--- src/rtl/snd_rom_pkg.sv ---
// Shared constants for the sound-ROM arbiter: requester indices,
// FSM states, default region bases and the round-robin picker.
package snd_rom_pkg;

  localparam int MEM_AW_DEF = 24;

  typedef logic [1:0] req_idx_t;

  localparam req_idx_t REQ_Z80   = 2'd0;
  localparam req_idx_t REQ_THEME = 2'd1;
  localparam req_idx_t REQ_K7232 = 2'd2;
  localparam req_idx_t REQ_UPD   = 2'd3;

  typedef enum logic {
    ST_IDLE,
    ST_BUSY
  } arb_st_t;

  localparam logic [23:0] Z80_BASE_DEF   = 24'h000000;
  localparam logic [23:0] THEME_BASE_DEF = 24'h004000;
  localparam logic [23:0] K7232_BASE_DEF = 24'h044000;
  localparam logic [23:0] UPD_BASE_DEF   = 24'h054000;

  // {found, index} of first pending bit at or after ptr
  function automatic logic [2:0] rr_pick(
    input logic [3:0] p,
    input req_idx_t   ptr
  );
    logic [2:0] r;
    req_idx_t   i;
    r = 3'b000;
    for (int k = 3; k >= 0; k--) begin
      i = ptr + 2'(k);
      if (p[i]) r = {1'b1, i};
    end
    return r;
  endfunction

endpackage

--- src/rtl/snd_rom_arbiter_if.sv ---
// External sound-ROM read port: request/address out,
// single-cycle ack with data back.
interface snd_rom_arbiter_if
  import snd_rom_pkg::*;
#(
  parameter int MEM_AW = MEM_AW_DEF
);
  logic              mem_req;
  logic [MEM_AW-1:0] mem_addr;
  logic              mem_ack;
  logic [15:0]       mem_din;

  modport master (
    output mem_req,
    output mem_addr,
    input  mem_ack,
    input  mem_din
  );

  modport slave (
    input  mem_req,
    input  mem_addr,
    output mem_ack,
    output mem_din
  );
endinterface

--- src/rtl/snd_rom_req_slot.sv ---
// One requester slot: address latch, pending/rdy, held data,
// byte select; optional hit cache under SNDROM_HITCACHE_EN.
module snd_rom_req_slot #(
  parameter int              AW     = 15,
  parameter int              DW     = 8,
  parameter int              MEM_AW = 24,
  parameter bit              WIDE   = 1'b0,
  parameter logic [MEM_AW-1:0] BASE = '0
) (
  input  logic              clk_main,
  input  logic              RESET,
  input  logic              rd,
  input  logic [AW-1:0]     addr,
  input  logic              grant,
  input  logic              ack,
  input  logic [15:0]       din,
  output logic              pending,
  output logic [MEM_AW-1:0] waddr,
  output logic              rdy,
  output logic [DW-1:0]     dout
);

  function automatic logic [MEM_AW-1:0] wmap(input logic [AW-1:0] a);
    return WIDE ? BASE + MEM_AW'(a) : BASE + MEM_AW'(a >> 1);
  endfunction

  function automatic logic [DW-1:0] bsel(input logic [15:0] w, input logic b);
    return DW'((WIDE || !b) ? w : {8'h00, w[15:8]});
  endfunction

  logic [AW-1:0] addr_q;
  logic          sel_q;
  logic          busy_q;
  logic          again_q;
  logic          hit;
  logic [15:0]   hit_word;

  assign waddr = wmap(addr_q);

`ifdef SNDROM_HITCACHE_EN
  logic [MEM_AW-1:0] tag_q;
  logic [MEM_AW-1:0] ftag_q;
  logic [15:0]       cdat_q;
  logic              cval_q;

  assign hit      = cval_q && !pending && (tag_q == wmap(addr));
  assign hit_word = cdat_q;

  always_ff @(posedge clk_main) begin
    if (RESET) begin
      tag_q  <= '0;
      ftag_q <= '0;
      cdat_q <= '0;
      cval_q <= 1'b0;
    end else begin
      if (grant) ftag_q <= waddr;
      if (ack) begin
        tag_q  <= ftag_q;
        cdat_q <= din;
        cval_q <= 1'b1;
      end
    end
  end
`else
  assign hit      = 1'b0;
  assign hit_word = 16'h0000;
`endif

  always_ff @(posedge clk_main) begin
    if (RESET) begin
      addr_q  <= '0;
      sel_q   <= 1'b0;
      busy_q  <= 1'b0;
      again_q <= 1'b0;
      pending <= 1'b0;
      rdy     <= 1'b1;
      dout    <= '0;
    end else begin
      if (grant) begin
        busy_q <= 1'b1;
        sel_q  <= addr_q[0];
      end
      if (ack) begin
        dout    <= bsel(din, sel_q);
        busy_q  <= 1'b0;
        again_q <= 1'b0;
        pending <= rd || again_q;
        rdy     <= !(rd || again_q);
        if (rd) addr_q <= addr;
      end else if (rd && hit) begin
        dout <= bsel(hit_word, addr[0]);
      end else if (rd) begin
        addr_q  <= addr;
        pending <= 1'b1;
        rdy     <= 1'b0;
        // a read landing on an in-flight access needs its own access later
        if (busy_q || grant) again_q <= 1'b1;
      end
    end
  end

endmodule

--- src/rtl/snd_rom_arbiter.sv ---
// Round-robin arbiter sharing one 16-bit sound-ROM port among
// Z80, theme, 007232 and uPD7759 readers. Option: SNDROM_HITCACHE_EN.
module snd_rom_arbiter
  import snd_rom_pkg::*;
#(
  parameter int                MEM_AW     = 24,
  parameter logic [MEM_AW-1:0] Z80_BASE   = Z80_BASE_DEF,
  parameter logic [MEM_AW-1:0] THEME_BASE = THEME_BASE_DEF,
  parameter logic [MEM_AW-1:0] K7232_BASE = K7232_BASE_DEF,
  parameter logic [MEM_AW-1:0] UPD_BASE   = UPD_BASE_DEF
) (
  input  logic          clk_main,
  input  logic          RESET,
  input  logic [14:0]   z80_addr,
  input  logic          z80_rd,
  output logic [7:0]    z80_dout,
  output logic          z80_rdy,
  input  logic [17:0]   theme_addr,
  input  logic          theme_rd,
  output logic [15:0]   theme_dout,
  output logic          theme_rdy,
  input  logic [16:0]   k7232_addr,
  input  logic          k7232_rd,
  output logic [7:0]    k7232_dout,
  output logic          k7232_rdy,
  input  logic [16:0]   upd_addr,
  input  logic          upd_rd,
  output logic [7:0]    upd_dout,
  output logic          upd_rdy,
  snd_rom_arbiter_if.master mem
);

  arb_st_t           st_q;
  req_idx_t          ptr_q;
  req_idx_t          gidx_q;
  logic [3:0]        pend;
  logic [3:0]        gnt_v;
  logic [3:0]        ack_v;
  logic [2:0]        pk;
  logic [MEM_AW-1:0] wa [4];

  always_comb begin
    pk    = rr_pick(pend, ptr_q);
    gnt_v = '0;
    ack_v = '0;
    if (st_q == ST_IDLE && pk[2]) gnt_v[pk[1:0]] = 1'b1;
    if (st_q == ST_BUSY && mem.mem_ack) ack_v[gidx_q] = 1'b1;
  end

  always_ff @(posedge clk_main) begin
    if (RESET) begin
      st_q         <= ST_IDLE;
      ptr_q        <= REQ_Z80;
      gidx_q       <= REQ_Z80;
      mem.mem_req  <= 1'b0;
      mem.mem_addr <= '0;
    end else begin
      unique case (st_q)
        ST_IDLE: begin
          if (pk[2]) begin
            gidx_q       <= pk[1:0];
            ptr_q        <= pk[1:0] + 2'd1;
            mem.mem_addr <= wa[pk[1:0]];
            mem.mem_req  <= 1'b1;
            st_q         <= ST_BUSY;
          end
        end
        ST_BUSY: begin
          if (mem.mem_ack) begin
            mem.mem_req <= 1'b0;
            st_q        <= ST_IDLE;
          end
        end
        default: st_q <= ST_IDLE;
      endcase
    end
  end

  snd_rom_req_slot #(
    .AW(15), .DW(8), .MEM_AW(MEM_AW), .WIDE(1'b0), .BASE(Z80_BASE)
  ) u_z80 (
    .clk_main(clk_main), .RESET(RESET),
    .rd(z80_rd), .addr(z80_addr),
    .grant(gnt_v[REQ_Z80]), .ack(ack_v[REQ_Z80]), .din(mem.mem_din),
    .pending(pend[REQ_Z80]), .waddr(wa[REQ_Z80]),
    .rdy(z80_rdy), .dout(z80_dout)
  );

  snd_rom_req_slot #(
    .AW(18), .DW(16), .MEM_AW(MEM_AW), .WIDE(1'b1), .BASE(THEME_BASE)
  ) u_theme (
    .clk_main(clk_main), .RESET(RESET),
    .rd(theme_rd), .addr(theme_addr),
    .grant(gnt_v[REQ_THEME]), .ack(ack_v[REQ_THEME]), .din(mem.mem_din),
    .pending(pend[REQ_THEME]), .waddr(wa[REQ_THEME]),
    .rdy(theme_rdy), .dout(theme_dout)
  );

  snd_rom_req_slot #(
    .AW(17), .DW(8), .MEM_AW(MEM_AW), .WIDE(1'b0), .BASE(K7232_BASE)
  ) u_k7232 (
    .clk_main(clk_main), .RESET(RESET),
    .rd(k7232_rd), .addr(k7232_addr),
    .grant(gnt_v[REQ_K7232]), .ack(ack_v[REQ_K7232]), .din(mem.mem_din),
    .pending(pend[REQ_K7232]), .waddr(wa[REQ_K7232]),
    .rdy(k7232_rdy), .dout(k7232_dout)
  );

  snd_rom_req_slot #(
    .AW(17), .DW(8), .MEM_AW(MEM_AW), .WIDE(1'b0), .BASE(UPD_BASE)
  ) u_upd (
    .clk_main(clk_main), .RESET(RESET),
    .rd(upd_rd), .addr(upd_addr),
    .grant(gnt_v[REQ_UPD]), .ack(ack_v[REQ_UPD]), .din(mem.mem_din),
    .pending(pend[REQ_UPD]), .waddr(wa[REQ_UPD]),
    .rdy(upd_rdy), .dout(upd_dout)
  );

endmodule
--- src/flat_wrapper.sv ---
// flat-port wrapper written by rule: the top's interface ports become plain ports
module snd_rom_arbiter_flat import snd_rom_pkg::*;
#(
  parameter int                MEM_AW     = 24,
  parameter logic [MEM_AW-1:0] Z80_BASE   = Z80_BASE_DEF,
  parameter logic [MEM_AW-1:0] THEME_BASE = THEME_BASE_DEF,
  parameter logic [MEM_AW-1:0] K7232_BASE = K7232_BASE_DEF,
  parameter logic [MEM_AW-1:0] UPD_BASE   = UPD_BASE_DEF
)
  (clk_main, RESET, z80_addr, z80_rd, z80_dout, z80_rdy, theme_addr, theme_rd, theme_dout, theme_rdy, k7232_addr, k7232_rd, k7232_dout, k7232_rdy, upd_addr, upd_rd, upd_dout, upd_rdy, mem_mem_req, mem_mem_addr, mem_mem_ack, mem_mem_din);
  snd_rom_arbiter_if #(.MEM_AW(MEM_AW)) mem_i ();
  input  logic clk_main;
  input  logic RESET;
  input  logic [14:0] z80_addr;
  input  logic z80_rd;
  output logic [7:0] z80_dout;
  output logic z80_rdy;
  input  logic [17:0] theme_addr;
  input  logic theme_rd;
  output logic [15:0] theme_dout;
  output logic theme_rdy;
  input  logic [16:0] k7232_addr;
  input  logic k7232_rd;
  output logic [7:0] k7232_dout;
  output logic k7232_rdy;
  input  logic [16:0] upd_addr;
  input  logic upd_rd;
  output logic [7:0] upd_dout;
  output logic upd_rdy;
  output wire logic [$bits(mem_i.mem_req)-1:0] mem_mem_req;
  output wire logic [$bits(mem_i.mem_addr)-1:0] mem_mem_addr;
  input wire logic [$bits(mem_i.mem_ack)-1:0] mem_mem_ack;
  input wire logic [$bits(mem_i.mem_din)-1:0] mem_mem_din;
  assign mem_mem_req = mem_i.mem_req;
  assign mem_mem_addr = mem_i.mem_addr;
  assign mem_i.mem_ack = mem_mem_ack;
  assign mem_i.mem_din = mem_mem_din;
  snd_rom_arbiter #(.MEM_AW(MEM_AW), .Z80_BASE(Z80_BASE), .THEME_BASE(THEME_BASE), .K7232_BASE(K7232_BASE), .UPD_BASE(UPD_BASE)) u_core (.clk_main(clk_main), .RESET(RESET), .z80_addr(z80_addr), .z80_rd(z80_rd), .z80_dout(z80_dout), .z80_rdy(z80_rdy), .theme_addr(theme_addr), .theme_rd(theme_rd), .theme_dout(theme_dout), .theme_rdy(theme_rdy), .k7232_addr(k7232_addr), .k7232_rd(k7232_rd), .k7232_dout(k7232_dout), .k7232_rdy(k7232_rdy), .upd_addr(upd_addr), .upd_rd(upd_rd), .upd_dout(upd_dout), .upd_rdy(upd_rdy), .mem(mem_i));
endmodule
--- config.mk ---
export PLATFORM = sky130hd
export DESIGN_NAME = snd_rom_arbiter_flat
export DESIGN_NICKNAME = d
export VERILOG_FILES = /design/src/rtl/snd_rom_pkg.sv /design/src/rtl/snd_rom_arbiter_if.sv /design/src/rtl/snd_rom_req_slot.sv /design/src/rtl/snd_rom_arbiter.sv /design/src/flat_wrapper.sv
export SDC_FILE = /design/constraint.sdc
export NUM_CORES = 1
export LEC_CHECK = 0
export BUFFER_PORTS_ARGS = -buffer_cell sky130_fd_sc_hd__buf_2
export CAP_MARGIN = 20
export CORE_UTILIZATION = 57
export CTS_BUF_LIST = sky130_fd_sc_hd__clkbuf_8 sky130_fd_sc_hd__clkbuf_16
export CTS_CLUSTER_SIZE = 10
export DETAILED_ROUTE_END_ITERATION = 6
export PLACE_DENSITY_LB_ADDON = 0.05
export SETUP_SLACK_MARGIN = 0.15
export SLEW_MARGIN = 5
export SYNTH_ARGS = -nofsm -noshare
export SYNTH_HDL_FRONTEND = slang
export SYNTH_SLANG_ARGS = --single-unit
--- constraint.sdc ---
create_clock -name clk_main -period 2.3 [get_ports clk_main]
set_input_delay 0.23 -clock clk_main [delete_from_list [all_inputs] [get_ports clk_main]]
set_output_delay 0.23 -clock clk_main [all_outputs]
set_load 0.005 [all_outputs]
==> results.toml <==
[status]
status = "complete, no violations"

[logic_synthesis]
synth_cell_type_count = 49
synth_ff_type = "dfxtp_1"
syn_avg_cell_area_um2 = 9.50
syn_area_mm2 = 0.00633
synth-seq-cells = 151
synthArstFlopShare = 0
syn_inst = 666
yosysWarnings = 0
synth_edf_count = 0
ys_seq_area_frac = 0.478

[floorplan]
dieArea_mm2 = 0.0115
die_x_um = 107
rows = 38
die_h_um = 107
io_pins = 159
coreArea_mm2 = 0.0108
initial_core_util = 0.584

[timing]
drv_slew = 0
fin_tns_setup_ns = 0
finalClockSkew_ns = 0.00752
rsz0062_at_grt = "no"
tightest_slew_ns = 0.774
max_freq_mhz = 507
maxSlewHeadroom = 0.484
fin_ws_ns = 0.329
finalSetupViolCount = 0
fin_hold_ws_ns = 0.0915
period_needed_ns = 1.97
hold_violations = 0
period_share = 0.857

[placement]
place_area_mm2 = 0.00715
dpl.hpwl_um = 11700
pre_cts_ws_ns = 0.305
place_congestion = 0.851
portBuffers = 153

[route]
drtIter0Drc = 304
via_per_inst = 5.65
vias = 5866
dr.pass1.iters = 4
wl_per_cell_um = 17.8
drtAntennaViolNets = 0
routed_wl_um = 18500
drc_errors = 0

[worst_hold_path]
hold_path_depth = 2
min_from = "RESET"
hp-class = "input pin to register"

[grt]
antenna_found_initial = 0
grt_use_met3 = 0.0672
grt_pass1_wl_um = 28600
top_usage_layer = "met2"
grt_pass1_vias = 5838
met1_usage = 0.363
grt_max_degree = 41
overflow = 0
grtUsageMet2 = 0.571
grt_use_total = 0.324

[clocking]
clk_latency_ns = 0.54
cts_buffer_depth = 2
htreeDepth = 4
cts_buffers = 17
cts.sinks = 151
path_clk_slew_ns = 0.07
cts-root-buf = "clkbuf_8"
cts_setup_buffers = 0
cts_tree = "built"

[cells_and_area]
fin_util = 0.802
drive_gt1_frac = 0.237
mostFrequentLayoutCell = "buf_2"
n_antenna_cell = 0
post-route-cell-area_mm2 = 0.00869
syn_to_final_growth_pct = 37.4
nFillCells = 682
final_cell_mix = "152 x buf_2, 151 x dfxtp_1, 110 x nor2_1"
nets = 979

[critical_path]
worstPathRequired_ns = 2.72
end_kind = "register"
startpoint_type = "register"
r2r_cells = 6
worst-path-max-fanout = 9
r2r_slack_ns = 0.33
crit_type = "register to register"
worstPathArrival_ns = 2.39
crit-reg2reg-launch = "u_core.u_upd.pending$_SDFFE_PP0P_"
startpoint = "u_core.u_upd.pending$_SDFFE_PP0P_"

[pwr]
clkPwrFrac = 0.452
sw_frac_of_total = 0.251
power.internal_uw = 5410
power_switching_uw = 1810
pwr-share-comb = 0.142
power_density_mw_per_mm2 = 831
ir_drop_mv = 0.810
leakagePower_uw = 0.00382
p_seq_frac = 0.406

[run]
drv_cap = 0
-- metal layers --
metal | vias up | part of all wire | wire (um)
met5 | - | 0 | 0
li1 | 2811 | - | -
met1 | 2791 | 0.39 | 7260
met2 | 211 | 0.51 | 9480
met4 | 0 | 0.041 | 759
met3 | 53 | 0.052 | 963
-- per-stage QoR --
step / std cells / total power [uW]
floorplan: 670 / 3550
global placement: 923 / 3840
detailed placement: 923 / 3870
CTS: 1039 / 7230
global route: 1039 / 7450
finish: 1039 / 7220
-- cell families (layout without fill, tap and decap cells) --
kind of cell	count (synthesis)	after routing	share of synthesized area
AND/OR/NAND/NOR	209	209	0.152
flip-flops	151	151	0.478
AO/OA/AOI/OAI	134	134	0.149
multiplexers	106	106	0.168
buffers and inverters	60	289	0.0441
adder cells (fa/ha/maj)	3	3	0.00593
XOR/XNOR	2	2	0.00277
other	1	5	0.000593
-- cell usage after synthesis (2+ instances only) --
cell / count / share of area
a211oi_1: 59 / 0.070
a21boi_0: 2 / 0.0024
a21oi_1: 34 / 0.027
a311oi_2: 2 / 0.0047
a31oi_1: 2 / 0.0020
and3_1: 2 / 0.0020
and4_1: 14 / 0.019
buf_1: 9 / 0.0053
buf_2: 4 / 0.0032
buf_4: 9 / 0.011
buf_6: 2 / 0.0036
clkbuf_1: 32 / 0.019
dfxtp_1: 151 / 0.48
ha_1: 3 / 0.0059
inv_1: 4 / 0.0024
mux2i_1: 106 / 0.17
nand2_1: 46 / 0.027
nand2b_1: 4 / 0.0040
nand3_1: 9 / 0.0071
nor2_1: 110 / 0.065
nor2b_1: 3 / 0.0030
nor3_1: 7 / 0.0055
nor4_1: 4 / 0.0040
o21ai_0: 7 / 0.0055
o21bai_1: 17 / 0.020
-- final cells by class --
class                      instances  area (um2)  share of cell area
clock buffer                      18         428              0.0492
clock inverter                    14         272              0.0312
inverter                           4        15.0             0.00173
multi-input combinational        459        3050               0.351
sequential                       151        3020               0.348
tap                              140         175              0.0202
timing repair buffer             253        1730               0.199
-- registers in the layout (all words and copies together) (netlist names), 2 cells and up --
signal and cells:
u_core.gidx_q 2, u_core.mem.mem_addr 19, u_core.ptr_q 2, u_core.u_k7232.addr_q 17, u_core.u_k7232.dout 8, u_core.u_theme.addr_q 18, u_core.u_theme.dout 16, u_core.u_upd.addr_q 17
u_core.u_upd.dout 8, u_core.u_z80.addr_q 15, u_core.u_z80.dout 8
-- power by group through the flow --
stage / combinational (uW) / sequential, uW / clock [uW]
after floorplan: 603 / 2940 / 0
after global placement: 857 / 2980 / 0
after detailed placement: 888 / 2980 / 0
after CTS: 1010 / 2930 / 3300
after global routing: 1120 / 2950 / 3380
final: 1030 / 2930 / 3260
-- what timing repair did --
item	4_1_cts	5_1_grt
gates resized for setup	0	1
endpoints found under the setup margin	0	4
hold buffers	84	0
endpoints found under the hold margin	84	0
-- worst max-delay path, cell delays in order (launching register included) --
cell and delay [ns]:
dfxtp_1 0.46, nor2b_1 0.11, o21a_1 0.23, nor3_4 0.36, buf_4 0.26, mux2i_1 0.31
a211oi_1 0.11
-- final timing paths --
check                                                           end
worst max-delay path            u_core.mem.mem_addr[0]$_SDFFE_PP0P_
worst min register to register  u_core.u_theme.dout[1]$_SDFFE_PP0P_
worst max register to register  u_core.mem.mem_addr[0]$_SDFFE_PP0P_
worst min-delay path            u_core.u_theme.pending$_SDFFE_PP0P_
No activity file was read; power rests on OpenSTA's default activity.
